===== config.mk =====
export PLATFORM = sky130hd
export DESIGN_NAME = uart_cmd_engine
export DESIGN_NICKNAME = d
export VERILOG_FILES = /design/src/rtl/uart_cmd_engine.sv
export SDC_FILE = /design/constraint.sdc
export NUM_CORES = 1
export LEC_CHECK = 0
export CORE_MARGIN = 2
export CORE_UTILIZATION = 42
export DETAILED_ROUTE_END_ITERATION = 8
export PLACE_DENSITY = 0.7
export SYNTH_ARGS = -nofsm -noshare
export SYNTH_HDL_FRONTEND = slang
export SYNTH_SLANG_ARGS = --single-unit

===== constraint.sdc =====
create_clock -name clk -period 3.4 [get_ports clk]
set_input_delay 0.68 -clock clk [delete_from_list [all_inputs] [get_ports clk]]
set_output_delay 0.68 -clock clk [all_outputs]
set_load 0.05 [all_outputs]

===== src/rtl/uart_cmd_engine.sv =====
// Framed read/write command sequencer over a byte UART link with an 8x8 register bank.
// Optional inter-byte timeout in ADDR/DATA is enabled by defining UART_CMD_TIMEOUT_EN.
module uart_cmd_engine #(
    parameter logic [31:0] TIMEOUT_CYCLES = 32'd50000000
) (
    input  logic        clk,
    input  logic        rst,
    input  logic        rx_recieved,
    input  logic [7:0]  rx_data,
    input  logic        tx_busy,
    output logic        tx_start,
    output logic [7:0]  tx_data,
    output logic [63:0] reg_out,
    output logic        busy,
    output logic [7:0]  err_count
);

    localparam logic [7:0] CMD_WR   = 8'h57;
    localparam logic [7:0] CMD_RD   = 8'h52;
    localparam logic [7:0] RSP_OK   = 8'h4B;
    localparam logic [7:0] RSP_ERR  = 8'h3F;

    typedef enum logic [2:0] {
        IDLE, ADDR, DATA, EXEC, SEND, WAIT_TX
    } state_t;

    state_t      state, next_state;
    logic        is_wr, bad_cmd, waited;
    logic [7:0]  addr, wdata;
    logic        tmo_hit, is_cmd, addr_bad;
    logic        err_ev, drop, wr_en, start_d;
    logic [7:0]  resp, err_next;
    logic [8:0]  err_sum;

    assign is_cmd   = (rx_data == CMD_WR) || (rx_data == CMD_RD);
    assign addr_bad = (addr[7:3] != 5'd0);

`ifdef UART_CMD_TIMEOUT_EN
    logic [31:0] tmo_cnt;

    assign tmo_hit = ((state == ADDR) || (state == DATA))
                     && (tmo_cnt == TIMEOUT_CYCLES - 32'd1);

    // Cleared on state entry and on every accepted byte (both change state).
    always_ff @(posedge clk) begin
        if (rst)
            tmo_cnt <= 32'd0;
        else if (((state == ADDR) || (state == DATA)) && (next_state == state))
            tmo_cnt <= tmo_cnt + 32'd1;
        else
            tmo_cnt <= 32'd0;
    end
`else
    // Never true for the legal parameter range; ADDR/DATA wait indefinitely.
    assign tmo_hit = (TIMEOUT_CYCLES == 32'd0);
`endif

    always_ff @(posedge clk) begin
        if (rst)
            state <= IDLE;
        else
            state <= next_state;
    end

    always_comb begin
        next_state = state;
        unique case (state)
            IDLE:    if (rx_recieved) next_state = is_cmd ? ADDR : EXEC;
            ADDR:    if (rx_recieved) next_state = is_wr ? DATA : EXEC;
                     else if (tmo_hit) next_state = IDLE;
            DATA:    if (rx_recieved) next_state = EXEC;
                     else if (tmo_hit) next_state = IDLE;
            EXEC:    next_state = SEND;
            SEND:    if (!tx_busy) next_state = WAIT_TX;
            WAIT_TX: if (waited && !tx_busy) next_state = IDLE;
            default: next_state = IDLE;
        endcase
    end

    always_comb begin
        err_ev  = 1'b0;
        drop    = 1'b0;
        wr_en   = 1'b0;
        start_d = 1'b0;
        resp    = RSP_ERR;
        unique case (state)
            IDLE:    err_ev = rx_recieved && !is_cmd;
            ADDR,
            DATA:    err_ev = !rx_recieved && tmo_hit;
            EXEC: begin
                drop   = rx_recieved;
                err_ev = !bad_cmd && addr_bad;
                wr_en  = is_wr && !bad_cmd && !addr_bad;
                if (!bad_cmd && !addr_bad)
                    resp = is_wr ? RSP_OK : reg_out[{addr[2:0], 3'b000} +: 8];
            end
            SEND: begin
                drop    = rx_recieved;
                start_d = !tx_busy;
            end
            WAIT_TX: drop = rx_recieved;
            default: ;
        endcase
    end

    // A dropped byte and a bad address can land in the same EXEC cycle.
    assign err_sum  = {1'b0, err_count} + {8'd0, err_ev} + {8'd0, drop};
    assign err_next = err_sum[8] ? 8'hFF : err_sum[7:0];

    always_ff @(posedge clk) begin
        if (rst) begin
            tx_start  <= 1'b0;
            tx_data   <= 8'h00;
            reg_out   <= 64'd0;
            busy      <= 1'b0;
            err_count <= 8'd0;
            is_wr     <= 1'b0;
            bad_cmd   <= 1'b0;
            waited    <= 1'b0;
            addr      <= 8'd0;
            wdata     <= 8'd0;
        end else begin
            tx_start  <= start_d;
            busy      <= (next_state != IDLE);
            err_count <= err_next;
            waited    <= (state == WAIT_TX);
            if ((state == IDLE) && rx_recieved) begin
                is_wr   <= (rx_data == CMD_WR);
                bad_cmd <= !is_cmd;
            end
            if ((state == ADDR) && rx_recieved)
                addr <= rx_data;
            if ((state == DATA) && rx_recieved)
                wdata <= rx_data;
            if (state == EXEC)
                tx_data <= resp;
            if (wr_en)
                reg_out[{addr[2:0], 3'b000} +: 8] <= wdata;
        end
    end

endmodule

# Word level (Yosys, flattened, before mapping)
# Cells that the tools add are included.
dict set report word_totals {
  output_inout_bits 82
  inputBits 12
  elab_cells 59
  reg_bits 104
}
dict set report op_classes {
  muxes 15
  n_bitwise 1
  n_shift 3
  n_addsub 3
  reduce_logical 19
  n_eq_ne 7
}
# cell count
set ops {}
lappend ops {{$bwmux W64} 1}
lappend ops {{$shift A8 B8 Y64 const A} 1}
lappend ops {{$shiftx A64 B7 Y8} 1}
lappend ops {{$shiftx A8 B8 Y64} 1}
lappend ops {{$mux W8} 3}
lappend ops {{$pmux W3 S6} 1}
lappend ops {{$eq A8 B7 Y1 const B} 2}
lappend ops {{$mux W3} 5}
lappend ops {{$add A8 B1 Y9} 1}
lappend ops {{$add A9 B1 Y9} 1}
lappend ops {{$logic_and A1 B1 Y1} 9}
lappend ops {{$neg A6 Y8} 1}
lappend ops {{$eq A3 B2 Y1 const B} 2}
lappend ops {{$eq A3 B3 Y1 const B} 2}
lappend ops {{$reduce_bool A5 Y1} 1}
lappend ops {{$logic_not A1 Y1} 4}
lappend ops {{$eq A3 B1 Y1 const B} 1}
lappend ops {{$logic_not A3 Y1} 1}
lappend ops {{$mux W1} 3}
lappend ops {{$reduce_bool A3 Y1} 1}
lappend ops {{$reduce_or A3 Y1} 1}
lappend ops {{$mux W2} 1}
lappend ops {{$pmux W1 S2} 1}
lappend ops {{$reduce_or A2 Y1} 1}
lappend ops {{2 further kinds} 2}

# Logic depth before layout (Yosys ltp)
# Gate-level depths: netlist of the first run.
dict set report depth {
  ltp_word 8
  depth_mapped 11
  mapped_depth_nobuf 9
}

# Worst setup path before layout of the first run
# Ideal clock, no wire load.
dict set report synth_path {
  kind {register to register}
  start {reg addr[1]}
  end {reg reg_out[32]}
  synth_period_minus_slack_ns 2.614
  setup_time_ns 0.127
  arrival_time_ns 2.487
  setup_slack_ns 0.786
  n_path_buf 2
  required_time_ns 3.273
  stages_incl_launch_ff 9
  cell_sequence {dfxtp_1 buf_1 clkbuf_1 inv_1 ha_1 ha_1 nor2b_1 nand4_2 mux2i_1}
}
dict set report synth_between {
  elab_chain_len 3
  word_cells_on_any_way 4
  cone_classes {1 x add/sub; 2 x shift; 1 x mux}
}
# item line_no
set synth_lines {}
lappend synth_lines {{from (decl)} 29} ;# logic [7:0] addr, wdata;
lappend synth_lines {{from (signal assigned)} 132} ;# addr <= rx_data;
lappend synth_lines {{$neg A6 Y8 (*)} 138} ;# reg_out[{addr[2:0], 3'b000} +: 8] <= wdata;
lappend synth_lines {{$shiftx A8 B8 Y64 or $shift A8 B8 Y64 (tied branches)} 138}
lappend synth_lines {{$bwmux W64 (*)} 138}
lappend synth_lines {{to (signal, indexed assignment)} 138}
lappend synth_lines {{to (decl)} 13} ;# output logic [63:0] reg_out,
# Mark *: on every way between the ends. The rest lies on a longest branch, timed or not.
# A chain may end at the register's enable or synchronous reset.

# Worst setup path in the final report of the first run
dict set report layout_path {
  start {in rx_data[4]}
  end {reg err_count[4]}
}
dict set report layout_between {
  elab_chain_len 8
  word_cells_on_any_way 9
  cone_classes {2 x add/sub; 2 x eq/ne; 2 x mux; 3 x reduce/logical}
}
# item line_no
set layout_lines {}
lappend layout_lines {{from (decl)} 9} ;# input logic [7:0] rx_data,
lappend layout_lines {{$eq A8 B7 Y1} 35} ;# assign is_cmd = (rx_data == CMD_WR) || (rx_data == CMD_RD);
lappend layout_lines {{$logic_or A1 B1 Y1 (*)} 35}
lappend layout_lines {{$logic_not A1 Y1 (*)} 87} ;# IDLE: err_ev = rx_recieved && !is_cmd;
lappend layout_lines {{$logic_and A1 B1 Y1 (*)} 87}
lappend layout_lines {{$pmux W1 S2 (*)} 86} ;# unique case (state)
lappend layout_lines {{$add A8 B1 Y9 (*)} 107} ;# assign err_sum = {1'b0, err_count} + {8'd0, err_ev} + {8'd0, drop};
lappend layout_lines {{$add A9 B1 Y9 (*)} 107}
lappend layout_lines {{$mux W8 (*)} 108} ;# assign err_next = err_sum[8] ? 8'hFF : err_sum[7:0];
lappend layout_lines {{to (signal assigned)} 125} ;# err_count <= err_next;
lappend layout_lines {{to (decl)} 15} ;# output logic [7:0] err_count
# Marked as above.

==> results.md, run 1 <==
- First-pass GRT wire length: 20.0 mm
- Max Fclk: 0.346 GHz
- Num CTS Buffers: 9
- Post-layout util: 54.3%
- Row count: 39
- Port bufs: 93
- Hold-fix buffers, CTS: 0
- Post-synth net total: 496
- Top-count cell post-synth: dfxtp_1
- Clk_skew: 0.0125 ns
- Worst setup path category: in -> reg
- Hold WS: 0.454 ns
- Largest net degree at the start of global routing: 51
- Worst hold endpoint: addr[4]$_SDFFE_PP0P_
- NumNets Final: 572
- Status: completed
- HPWL Detailed: 9.15 mm
- Via-to-Cell Ratio: 5.42
- YS warnings: 0
- Tcrit/Tclk final: 85.0%
- DRC viols: 0
- Leading register cell type out of synthesis: dfxtp_1
- Antenna-violating nets left: 0
- Syn Std Cell Area: 4880 sq um
- CTS H-Tree Depth: 3
- DR vias: 3,818
- Total clock sinks: 104
- Worst skew pair latency: 0.36 ns
- Initial DRC count: 195
- CTS tree: done
- Max-cap viol count: 0
- Crit path max-delay family: simple AND/OR/NAND/NOR gates
- Final GP Congestion: 0.829
- Vias in the first global route: 3,706
- Worst slew pin tran: 0.856 ns
- Post-synth EDFFs: 0
- Worst-path fanout max: 6
- Syn-to-layout area delta: 26.3%
- Pleak: 2.48 nW
- Slowest-stage cell, CP: clkdlybuf4s50_1
- VDD IR-drop max: 218 uV
- Number of diodes: 0
- Die Wd: 112 um
- Async S/R FF share, synth: 0%
- Synth top area cells: dfxtp_1 43%, mux2i_1 17%, nand2b_1 7.4%, mux4_2 4.6%, nand2_1 2.4%
- Worst Path Buf+Inv: 1
- Root buf cell: clkbuf_16
- Cell area after placement: 5870 sq um
- Deepest clock path buffer count: 2
- Headroom to the max-slew limit: 42.4%
- PD cells: 419 nW/um^2
- Post-synth top area share: 42.6%
- Leading post-synthesis cells by instance count: 104 x dfxtp_1, 82 x mux2i_1, 58 x nand2b_1
- Req. time, crit path: 3.63 ns
- Hold Path Depth: 2
- Critical hold path startpoint: addr[4]$_SDFFE_PP0P_
- Post-layout min period: 2.89 ns
- Gr usage total: 20.7%
- First-pass DRT Iterations: 4
- Setup TNS: 0 ns
- Post-CTS Resized: 0
- Final hold vios: 0
- Nature of the critical path startpoint: input port
- CP peak stage delay: 0.50 ns
- Initial antenna violation count: 0
- #FFs+latches synth: 104
- Setup violators final: 0
- R2R Path End: err_count[4]$_SDFF_PP0_
- FF-to-FF setup slack: 0.73 ns
- CP Cell Sequence: clkdlybuf4s50_1 > nor4bb_1 > o211ai_1 > nand2_1 > o31ai_1 > fa_1 > ha_1 > nand3_1 > or2_2 > a21oi_1
- Max-slew violation count: 0
- Detailed Route WL: 13.1 mm
- Avg Inst Size Synth: 10.2 sq um
- RSZ-0062 raised after global routing: false
- Layout cells sized above 1: 11.1%
- Crit end category: flop
- Total Power: 2.58 mW
- Core Box Area: 11,400 sq um
- Setup Buffers After CTS: 0
- RR Startpoint: addr[7]$_SDFFE_PP0P_
- Area leader, netlist: dfxtp_1
- # fillers: 998
- Initial core utilization: 43.0%
- Post-Synthesis Cells: 480
- Die area: 12,500 sq um
- Sequential share of the synthesized area: 42.6%
- Gr ovfl total: 0
- Worst Hold Class: reg -> reg
- Worst-path clk slew: 0.06 ns
- Routed length per instance: 18.6 um
- Post-route cell area: 6170 sq um
- Distinct cells, synth: 56
- I/O Pins: 94
- R2R cell count: 8
- Chip height: 112 um
- CP arrival: 3.13 ns
==> layout make-up <==
class,instances,area [sq um],area share [%]
Tap cell,143,179,2.90
Clock buffer,10,239,3.87
Clock inverter,6,65.1,1.05
Timing Repair Buffer,101,986,16.0
Inverter,7,26.3,0.426
Sequential cell,104,2080,33.7
Multi-Input combinational cell,333,2590,42.0
==> worst reg2reg max path, cell delays in order (launching register included) <==
cell and delay [ns]:
dfxtp_1 0.31, or4_1 0.67, nor2_1 0.35, o31ai_1 0.13
fa_1 0.44, ha_1 0.27, nand3_1 0.13, or2_2 0.18
a21oi_1 0.08
==> sequential cells by signal (all words and copies together) (netlist names) <==
name       cells
addr           8
err_count      8
tx_start       1
waited         1
wdata          8
is_wr          1
reg_out       64
bad_cmd        1
busy           1
tx_data        8
state          3
==> report_power, final <==
group	switching (mW)	total (mW)	internal, mW
Clock	0.478	1.07	0.594
Combinational	0.153	0.247	0.0939
Sequential	0.0246	1.26	1.24
Total	0.656	2.58	1.93
==> worst max-delay path by stage <==
stage	start	to	slack, ns	cells past startpoint
2_1_floorplan	addr[1]$_SDFFE_PP0P_	reg_out[32]$_SDFFE_PP0P_	0.79	8
3_3_place_gp	rx_data[4]	err_count[0]$_SDFF_PP0_	0.26	10
3_5_place_dp	rx_data[4]	err_count[3]$_SDFF_PP0_	0.18	10
4_1_cts	rx_data[4]	err_count[4]$_SDFF_PP0_	0.54	10
5_1_grt	rx_data[4]	err_count[4]$_SDFF_PP0_	0.30	10
6_report	rx_data[4]	err_count[4]$_SDFF_PP0_	0.51	10
==> layer usage <==
layer	part of all wire, %	up-vias	track usage [%]
met3	4.9	17	3.70
li1	-	1842	-
met4	1.9	0	7.98
met1	44	1865	26.4
met2	49	94	34.9
met5	0	-	0
==> cell families after synthesis <==
family	synth area share, %
simple gates	23.2
flops	42.6
mux	21.7
compound gates	6.35
buf+inv	4.28
xor+xnor	0.718
fa+ha+maj	1.18
==> stage by stage <==
step,setup slack [ns],std cells
floorplan,0.786,480
global placement,0.259,688
global route,0.304,704
CTS,0.536,704
finish,0.509,704
detailed placement,0.176,688
==> placed cells by master (no fill, tap or decap), types with 5 or more instances in the layout <==
cell	count
nand2_1	31
a21oi_1	23
nand4_2	5
mux4_2	10
clkbuf_16	9
nand3_1	5
nor2b_1	5
nor2_1	27
or2b_2	13
dfxtp_1	104
nor4_1	5
mux2i_1	82
inv_1	7
clkdlybuf4s50_1	92
buf_4	8
nand2b_1	58
nor3_1	5
Power figures use the tool's default switching activity.
==> run 2, diff against run 1 <==
--- a/config.mk
+++ b/config.mk
@@ -5,6 +5,8 @@
 export SDC_FILE = /design/constraint.sdc
 export NUM_CORES = 1
 export LEC_CHECK = 0
+export ABC_CLOCK_PERIOD_IN_PS = 3400
+export CAP_MARGIN = 40
 export CORE_MARGIN = 2
 export CORE_UTILIZATION = 42
 export DETAILED_ROUTE_END_ITERATION = 8
==> results of run 2 <==
Same layout as run 1: the final DEF is identical, and so are final timing and power.
==> run 3, diff against run 2 <==
--- a/config.mk
+++ b/config.mk
@@ -6,9 +6,10 @@
 export NUM_CORES = 1
 export LEC_CHECK = 0
 export ABC_CLOCK_PERIOD_IN_PS = 3400
-export CAP_MARGIN = 40
+export CAP_MARGIN = 5
 export CORE_MARGIN = 2
 export CORE_UTILIZATION = 42
+export CTS_CLUSTER_SIZE = 40
 export DETAILED_ROUTE_END_ITERATION = 8
 export PLACE_DENSITY = 0.7
 export SYNTH_ARGS = -nofsm -noshare
==> results of run 3 <==
Same layout as run 1: the final DEF is identical, and so are final timing and power.
